<file path="src/rtl/can_tx_serializer_pkg.sv">
// Shared CAN transmit definitions: field widths, bus levels, stuffing limit
// and the serializer state encoding.
package can_tx_serializer_pkg;

  localparam int FRAME_W     = 83;
  localparam int CRC_W       = 15;
  localparam int STUFF_LIMIT = 5;
  localparam int RUN_W       = 3;
  localparam int CNT_W       = 7;

  localparam logic RECESSIVE = 1'b1;
  localparam logic DOMINANT  = 1'b0;

  typedef enum logic [2:0] {
    ST_IDLE     = 3'd0,
    ST_FRAME    = 3'd1,
    ST_CRC      = 3'd2,
    ST_CRC_DEL  = 3'd3,
    ST_ACK_SLOT = 3'd4,
    ST_ACK_DEL  = 3'd5,
    ST_EOF      = 3'd6,
    ST_IFS      = 3'd7
  } state_e;

endpackage

</file>
<file path="src/rtl/can_bit_stuffer.sv">
// Tracks the run length of identical transmitted bits and requests a
// complement stuff bit once the run reaches the stuffing limit.
module can_bit_stuffer
  import can_tx_serializer_pkg::*;
(
  input  logic clk,
  input  logic rst,
  input  logic clear_i,
  input  logic push_i,
  input  logic bit_i,
  output logic stuff_req_o,
  output logic stuff_bit_o
);

  logic [RUN_W-1:0] run_q, run_d;
  logic             last_q, last_d;

  always_comb begin
    run_d  = run_q;
    last_d = last_q;
    if (clear_i) begin
      run_d  = '0;
      last_d = 1'b0;
    end else if (push_i) begin
      last_d = bit_i;
      // a zero run means no bit sent yet, so the first bit always starts a run
      if ((run_q != '0) && (bit_i == last_q)) run_d = run_q + 1'b1;
      else                                    run_d = RUN_W'(1);
    end
  end

  always_ff @(posedge clk or posedge rst) begin
    if (rst) begin
      run_q  <= '0;
      last_q <= 1'b0;
    end else begin
      run_q  <= run_d;
      last_q <= last_d;
    end
  end

  assign stuff_req_o = (run_q == RUN_W'(STUFF_LIMIT));
  assign stuff_bit_o = ~last_q;

endmodule

</file>
<file path="src/rtl/can_tx_serializer.sv">
// CAN frame serializer: shifts out frame and CRC with bit stuffing, then the
// fixed recessive trailer, one bus bit per i_bit_tick.
module can_tx_serializer
  import can_tx_serializer_pkg::*;
#(
  parameter int EOF_BITS = 7,
  parameter int IFS_BITS = 3
) (
  input  logic                clk,
  input  logic                rst,
  input  logic                i_bit_tick,
  input  logic                i_start,
  input  logic [FRAME_W-1:0]  i_frame,
  input  logic [CRC_W-1:0]    i_crc,
  input  logic                i_rx,
  output logic                o_tx,
  output logic                o_busy,
  output logic                o_done,
  output logic                o_ack_err
);

  // state       | meaning (state names the next bit a tick will drive)
  // ST_IDLE     | bus recessive, waiting for i_start
  // ST_FRAME    | sending frame bits (plus stuff bits)
  // ST_CRC      | sending CRC bits (plus stuff bits)
  // ST_CRC_DEL  | trailing stuff bit if pending, else CRC delimiter
  // ST_ACK_SLOT | drive recessive ACK slot
  // ST_ACK_DEL  | sample i_rx (slot ends), drive ACK delimiter
  // ST_EOF      | EOF_BITS recessive bits
  // ST_IFS      | IFS_BITS recessive bits, last one completes the frame

  state_e             state_q;
  logic [FRAME_W-1:0] frame_q;
  logic [CRC_W-1:0]   crc_q;
  logic [CNT_W-1:0]   cnt_q;
  logic               tx_q, busy_q, done_q, ack_err_q;

  logic stuff_req, stuff_bit, push, clear, tx_bit;

  always_comb begin
    tx_bit = stuff_req ? stuff_bit :
             ((state_q == ST_FRAME) ? frame_q[FRAME_W-1] : crc_q[CRC_W-1]);
    push   = i_bit_tick && ((state_q == ST_FRAME) || (state_q == ST_CRC) ||
                            ((state_q == ST_CRC_DEL) && stuff_req));
    clear  = (state_q == ST_IDLE) && i_start;
  end

  can_bit_stuffer u_stuffer (
    .clk         (clk),
    .rst         (rst),
    .clear_i     (clear),
    .push_i      (push),
    .bit_i       (tx_bit),
    .stuff_req_o (stuff_req),
    .stuff_bit_o (stuff_bit)
  );

  always_ff @(posedge clk or posedge rst) begin
    if (rst) begin
      state_q   <= ST_IDLE;
      frame_q   <= '0;
      crc_q     <= '0;
      cnt_q     <= '0;
      tx_q      <= RECESSIVE;
      busy_q    <= 1'b0;
      done_q    <= 1'b0;
      ack_err_q <= 1'b0;
    end else begin
      done_q <= 1'b0;
      case (state_q)
        ST_IDLE: begin
          tx_q <= RECESSIVE;
          if (i_start) begin
            frame_q   <= i_frame;
            crc_q     <= i_crc;
            cnt_q     <= CNT_W'(FRAME_W - 1);
            busy_q    <= 1'b1;
            ack_err_q <= 1'b0;
            state_q   <= ST_FRAME;
          end
        end
        ST_FRAME: if (i_bit_tick) begin
          tx_q <= tx_bit;
          if (!stuff_req) begin
            frame_q <= {frame_q[FRAME_W-2:0], 1'b0};
            if (cnt_q == '0) begin
              cnt_q   <= CNT_W'(CRC_W - 1);
              state_q <= ST_CRC;
            end else begin
              cnt_q <= cnt_q - 1'b1;
            end
          end
        end
        ST_CRC: if (i_bit_tick) begin
          tx_q <= tx_bit;
          if (!stuff_req) begin
            crc_q <= {crc_q[CRC_W-2:0], 1'b0};
            if (cnt_q == '0) state_q <= ST_CRC_DEL;
            else             cnt_q   <= cnt_q - 1'b1;
          end
        end
        ST_CRC_DEL: if (i_bit_tick) begin
          if (stuff_req) begin
            tx_q <= stuff_bit;
          end else begin
            tx_q    <= RECESSIVE;
            state_q <= ST_ACK_SLOT;
          end
        end
        ST_ACK_SLOT: if (i_bit_tick) begin
          tx_q    <= RECESSIVE;
          state_q <= ST_ACK_DEL;
        end
        ST_ACK_DEL: if (i_bit_tick) begin
          ack_err_q <= (i_rx == RECESSIVE);
          tx_q      <= RECESSIVE;
          cnt_q     <= CNT_W'(EOF_BITS - 1);
          state_q   <= ST_EOF;
        end
        ST_EOF: if (i_bit_tick) begin
          tx_q <= RECESSIVE;
          if (cnt_q == '0) begin
            cnt_q   <= CNT_W'(IFS_BITS - 1);
            state_q <= ST_IFS;
          end else begin
            cnt_q <= cnt_q - 1'b1;
          end
        end
        ST_IFS: if (i_bit_tick) begin
          tx_q <= RECESSIVE;
          if (cnt_q == '0) begin
            busy_q  <= 1'b0;
            done_q  <= 1'b1;
            state_q <= ST_IDLE;
          end else begin
            cnt_q <= cnt_q - 1'b1;
          end
        end
        default: state_q <= ST_IDLE;
      endcase
    end
  end

  assign o_tx      = tx_q;
  assign o_busy    = busy_q;
  assign o_done    = done_q;
  assign o_ack_err = ack_err_q;

endmodule

</file>
<file path="config.mk">
export PLATFORM = sky130hd
export DESIGN_NAME = can_tx_serializer
export DESIGN_NICKNAME = d
export VERILOG_FILES = /design/src/rtl/can_tx_serializer_pkg.sv /design/src/rtl/can_bit_stuffer.sv /design/src/rtl/can_tx_serializer.sv
export SDC_FILE = /design/constraint.sdc
export NUM_CORES = 1
export LEC_CHECK = 0
export BUFFER_PORTS_ARGS = -buffer_cell sky130_fd_sc_hd__buf_2
export CAP_MARGIN = 5
export CELL_PAD_IN_SITES_DETAIL_PLACEMENT = 0
export CELL_PAD_IN_SITES_GLOBAL_PLACEMENT = 2
export CORE_MARGIN = 2
export CORE_UTILIZATION = 33
export DETAILED_ROUTE_END_ITERATION = 12
export PLACE_DENSITY = 0.89
export SYNTH_ARGS = -nofsm -noshare
export SYNTH_HDL_FRONTEND = slang
export SYNTH_SLANG_ARGS = --single-unit
</file>
<file path="constraint.sdc">
create_clock -name clk -period 4.1 [get_ports clk]
set_input_delay 0.615 -clock clk [delete_from_list [all_inputs] [get_ports clk]]
set_output_delay 0.615 -clock clk [all_outputs]
set_load 0.05 [all_outputs]
</file>
-- After elaboration in Yosys (flattened, before gate mapping)
Index checks and enable logic that the tools add are counted.
- register bits after elaboration: 116
- input bits: 103
- output and inout port bits: 4
- word-level logic and storage cells: 121
- $add $sub $neg: 2
- equal/unequal tests: 26
- multiplexer cells: 58
- bitwise operators: 1
- reductions and logical operators: 24
- operator list (operator ; number):
    83-bit 2-to-1 mux ; 3
    83-bit one-hot mux with 2 select lines ; 1
    7-bit 2-to-1 mux ; 11
    3-bit 2-to-1 mux ; 18
    15-bit 2-to-1 mux ; 3
    7-bit one-hot mux with 6 select lines ; 1
    15-bit one-hot mux with 2 select lines ; 1
    2-bit != test (second input constant) ; 13
    3-bit one-hot mux with 8 select lines ; 1
    1-bit 2-to-1 mux ; 16
    3-bit equality test (second input constant) ; 5
    15-bit AND reduction ; 1
    4-bit AND reduction ; 3
    2-bit nonzero test ; 5
    9-bit AND reduction ; 1
    2-bit by 1-bit != test with 1-bit output (second input constant) ; 4
    7-bit logical NOT ; 1
    7-bit by 1-bit subtractor with 7-bit output (second input constant) ; 1
    3-bit by 2-bit equality test with 1-bit output (second input constant) ; 2
    3-bit AND reduction ; 2
    6-bit nonzero test ; 1
    1-bit logical AND ; 4
    1-bit one-hot mux with 2 select lines ; 2
    1-bit one-hot mux with 4 select lines ; 1
    other kinds (9) ; 10

-- Logic depth before layout (Yosys ltp)
- depth in word-level cells: 8
- depth in mapped cells: 9

-- Hierarchy
Synthesis repeated with hierarchy kept, for this count alone.
- cell total of the unflattened synthesis: 685
- area total of the unflattened synthesis: 5835.6 um2
- modules (own cells, without submodules) (module ; times used ; cells each ; area an instance (um2) ; sequential area each (um2)):
    can_tx_serializer ; 1 ; 659 ; 5565.3 ; 2803.9
    can_bit_stuffer ; 1 ; 26 ; 270.3 ; 100.1

-- Least setup slack after synthesis
OpenSTA, ideal clock, no wires.
- path kind: register to register
- start point: register cnt_q[0]
- end point: register cnt_q[6]
- setup time: 0.121 ns
- arrival time: 1.967 ns
- data required time: 3.979 ns
- path slack: 2.012 ns
- stages on the path, launching flop included: 7
- path buffers: 0
- clock period less this slack: 2.088 ns
- path through: dfrtp_1 -> inv_1 -> ha_1 -> or3b_1 -> or3_1 -> a2111o_1 -> a22o_1
- longest elaborated chain between the ends: 5
- RTL lines (element ; RTL line ; source):
    from (decl) ; can_tx_serializer.sv:35 ; logic [CNT_W-1:0] cnt_q;
    from (signal assigned) ; can_tx_serializer.sv:76 ; cnt_q <= CNT_W'(FRAME_W - 1);
    from (signal assigned) ; can_tx_serializer.sv:87 ; cnt_q <= CNT_W'(CRC_W - 1);
    from (signal assigned) ; can_tx_serializer.sv:90 ; cnt_q <= cnt_q - 1'b1;
    7-bit by 1-bit subtractor with 7-bit output or 7-bit logical NOT (tied branches) ; -- ;
    7-bit 2-to-1 mux (on tied branches) ; can_tx_serializer.sv:98, can_tx_serializer.sv:131, can_tx_serializer.sv:86 ;
    7-bit 2-to-1 mux (on tied branches) ; can_tx_serializer.sv:96, can_tx_serializer.sv:84 ;
    7-bit 2-to-1 mux (on tied branches) ; can_tx_serializer.sv:94, can_tx_serializer.sv:82 ;
    7-bit one-hot mux with 6 select lines * ; can_tx_serializer.sv:70 ; case (state_q)
Every way passes the cells marked *; elsewhere a longest branch is shown, timed or not. The select of a mux whose other input is x is not followed.
A chain may end at the register's enable or synchronous reset.

-- Final worst setup path
- start point: register state_q[0]
- end point: register frame_q[37]
- longest elaborated chain between the ends: 3
- RTL lines (element ; RTL line ; source):
    from (decl) ; can_tx_serializer.sv:32 ; state_e state_q;
    from (signal assigned) ; can_tx_serializer.sv:60 ; state_q <= ST_IDLE;
    from (signal assigned) ; can_tx_serializer.sv:79 ; state_q <= ST_FRAME;
    from (signal assigned) ; can_tx_serializer.sv:88 ; state_q <= ST_CRC;
    3-bit by 1-bit equality test with 1-bit output or 3-bit logical NOT (tied branches) ; can_tx_serializer.sv:70 ;
    2-bit != test (no line) or 2-bit nonzero test (tied branches) ; -- ;
    4-bit AND reduction (no line) ; -- ;
    to (signal assigned) ; can_tx_serializer.sv:74 ; frame_q <= i_frame;
    to (signal assigned) ; can_tx_serializer.sv:85 ; frame_q <= {frame_q[FRAME_W-2:0], 1'b0};
    to (decl) ; can_tx_serializer.sv:33 ; logic [FRAME_W-1:0] frame_q;
Parallel ways exist; a longest one is shown, timed or not.

==> metrics.cfg <==
[outcome]
outcome = finished, final reports clean

[timing]
period_share = 0.6374
setup_viol = 0
worst_pin_slew_ps = 1079
tns_ps = 0
hold_violations = 0
rsz0062_at_grt = no
drv_slew = 0
relSlewSlack = 0.2809
fin_crit_ps = 2613
timing.fmax_mhz = 382.6
fin_skew_ps = 6.250

[routing]
wl_met1_mm = 6.405
route.met2.wl_mm = 6.477
routed_wl_mm = 13.91
viasPerCell = 4.991
routedWlPerCell_um = 13.98
top_layer = met5
drt_iter0_drc = 325
drc = 0
antenna_left = 0
drt-pass1-iter-count = 4
met3_wirelength_um = 843
vias = 4966

[finish]
n_fill_cell = 1758
final_nets = 864
fin_area_um2 = 7049
layout-drive-gt1-share = 0.2094
layout_common_cells = nand2_1 (182), dfrtp_1 (115), buf_2 (106), nor2_1 (104), a31oi_1 (84)
area_delta_synth_final_pct = 23.20
final_common_cell = nand2_1

[synth]
netlist_instances = 671
synth-compound-area-share = 0.1732
synth_top_family_by_area = simple AND/OR/NAND/NOR gates
synth_area_um2 = 5722
synth_enable_flop_cells = 0
ys_ff_latch = 116
ys_types = 56
synth-main-ff-cell = dfrtp_1
async_reset_ff_frac = 1.000
synth_simple_gate_area_frac = 0.2259
syn-num-nets = 779
yosysSeqAreaShare = 0.5075
syn_avg_cell_area_um2 = 8.527
synth_fa_ha_area_frac = 0.01093
synth_mux_area_frac = 0.03368
ys_warn_count = 0
synthXorXnorAreaFrac = 0.003061

[placement]
routabilityCongestion = 0.8567
portBuffers = 106
dp_hpwl_mm = 9.166
place_area_um2 = 6446

[floorplan]
design.core.area_um2 = 17120
die_h_um = 135.7
io_pins = 107
fp.dieW_um = 135.7
start_util = 0.3343
rows = 48
dieArea_um2 = 18410

[cts]
clock_latency_ps = 410
cts_tree = yes
cts_buffer_depth = 2
cts.reportedPaths.clkPinSlew_ps = 50
htreeDepth = 4
cts_setup_buffers = 0
cts_buffers = 17
clockRootBuffer = clkbuf_16
ctsResizeCount = 0
cts_sinks = 116
cts_hold_buf = 0

[global_routing]
grt_pass1_wl_mm = 23.96
grt_antenna_before_repair = 2
grt_max_degree = 99
grt_remaining_overflow = 0
grt_util_all_layers = 0.1624
grt_pass1_vias = 5162

[pwr]
pwr-share-clk = 0.298
max-vdd-ir-drop_uv = 309.3
p_leak_nw = 3.089
swShare = 0.3451
power_density_nw_per_um2 = 716.0
combPwrFrac = 0.288
internal_power_mw = 3.306
seqPwrFrac = 0.414
switchingPower_mw = 1.742

[critical_path]
r2r-end = frame_q[37]$_DFFE_PP0P_
end_kind = flip-flop
worstPathRequired_ps = 4370
start_kind = flip-flop
path_max_fanout = 98
crit_type = flip-flop to flip-flop
reg2reg_setup_slack_ps = 1490
cp.arrival_ps = 2880
r2r_start = state_q[0]$_DFFE_PP0P_
worstRegToRegCells = 6

[min_path]
min_path_type = primary input to async pin

[job]
maxCapViolCount = 0

## cells in the mapped netlist (2+ instances only)
library cell | instances | area share
buf_2 | 26 | 0.023
inv_1 | 13 | 0.0085
or3_1 | 2 | 0.0022
nand3_1 | 4 | 0.0035
nand2b_1 | 2 | 0.0022
dfrtp_1 | 115 | 0.50
nor2_1 | 104 | 0.068
clkbuf_1 | 20 | 0.013
o21ai_0 | 9 | 0.0079
o311ai_0 | 2 | 0.0031
a22o_1 | 3 | 0.0046
and2_1 | 2 | 0.0022
nor3_1 | 5 | 0.0044
xnor2_1 | 2 | 0.0031
nand2_1 | 183 | 0.12
o211ai_1 | 2 | 0.0026
a2111o_1 | 2 | 0.0039
mux2_1 | 2 | 0.0039
a21oi_1 | 32 | 0.028
mux2i_1 | 17 | 0.030
nor4_1 | 2 | 0.0022
a31oi_1 | 84 | 0.092
ha_1 | 5 | 0.011
## state kept, by name, indices dropped and copies added, names as in the netlist
signal / cells
cnt_q: 7
crc_q: 15
frame_q: 83
o_ack_err: 1
o_busy: 1
o_done: 1
o_tx: 1
state_q: 3
u_stuffer.last_q: 1
u_stuffer.run_q: 3
## kinds of logic (layout without fill, tap and decap cells)
logic type | count (synthesis) | in the layout
xor+xnor | 2 | 2
mux | 19 | 19
buf+inv | 61 | 159
flops | 116 | 116
simple gates | 316 | 316
compound gates | 152 | 152
fa+ha+maj | 5 | 5
other cells | 0 | 1
## power by group through the flow
stage / logic, mW / clock network (mW) / registers (mW)
CTS: 1.47 / 1.54 / 2.09
global route: 1.68 / 1.59 / 2.17
finish: 1.45 / 1.50 / 2.09
detailed placement: 1.47 / 0 / 2.10
global placement: 1.40 / 0 / 2.07
floorplan: 1.20 / 0 / 1.99
## cell type report
type                            count  area [um^2]  share of cell area
Antenna cell                        1        2.502           0.0003550
Clock buffer                       18        439.2             0.06230
Clock inverter                     14        161.4             0.02290
Inverter                           14        55.05            0.007810
Multi-Input combinational cell    494         2585              0.3667
Sequential cell                   116         2904              0.4120
Tap cell                          225        281.5             0.03994
Timing Repair Buffer              113        620.6             0.08804
## metrics by stage
| step | cells | worst slack (ps) | hold WS [ps] | utilization | total power, mW |
|---|---|---|---|---|---|
| after global routing | 994 | 1218 | 355.8 | 0.4117 | 5.442 |
| after CTS | 994 | 1508 | 328.4 | 0.4117 | 5.095 |
| final | 995 | 1487 | 307.9 | 0.4118 | 5.047 |
| after floorplan | 671 | 414.2 | 491.4 | - | 3.187 |
| after global placement | 962 | 1570 | 504.7 | 0.3766 | 3.475 |
| after detailed placement | 962 | 1532 | 518.9 | 0.3766 | 3.565 |
## worst max path at each step
stage,start,slack [ps],cells after the start,endpoint
floorplan,rst,410,1,cnt_q[0]$_DFFE_PP0P_
global placement,state_q[0]$_DFFE_PP0P_,1570,6,frame_q[30]$_DFFE_PP0P_
detailed placement,state_q[0]$_DFFE_PP0P_,1530,6,frame_q[37]$_DFFE_PP0P_
CTS,state_q[0]$_DFFE_PP0P_,1510,6,frame_q[23]$_DFFE_PP0P_
global route,state_q[0]$_DFFE_PP0P_,1220,6,frame_q[30]$_DFFE_PP0P_
finish,state_q[0]$_DFFE_PP0P_,1490,6,frame_q[37]$_DFFE_PP0P_
## layer usage
metal / GRT usage / up-vias
met5: 0 / -
met4: 0.06134 / 2
li1: - / 2480
met2: 0.2637 / 127
met1: 0.2039 / 2340
met3: 0.04938 / 17
## critical path, cell delays in order, from the launching register on
cell and delay, ps:
dfrtp_1 690, nor3b_4 320, buf_4 730, a21oi_4 210
buf_12 280, nor2_1 140, a31oi_1 60
Note: power is estimated with default switching activity, not from simulation.
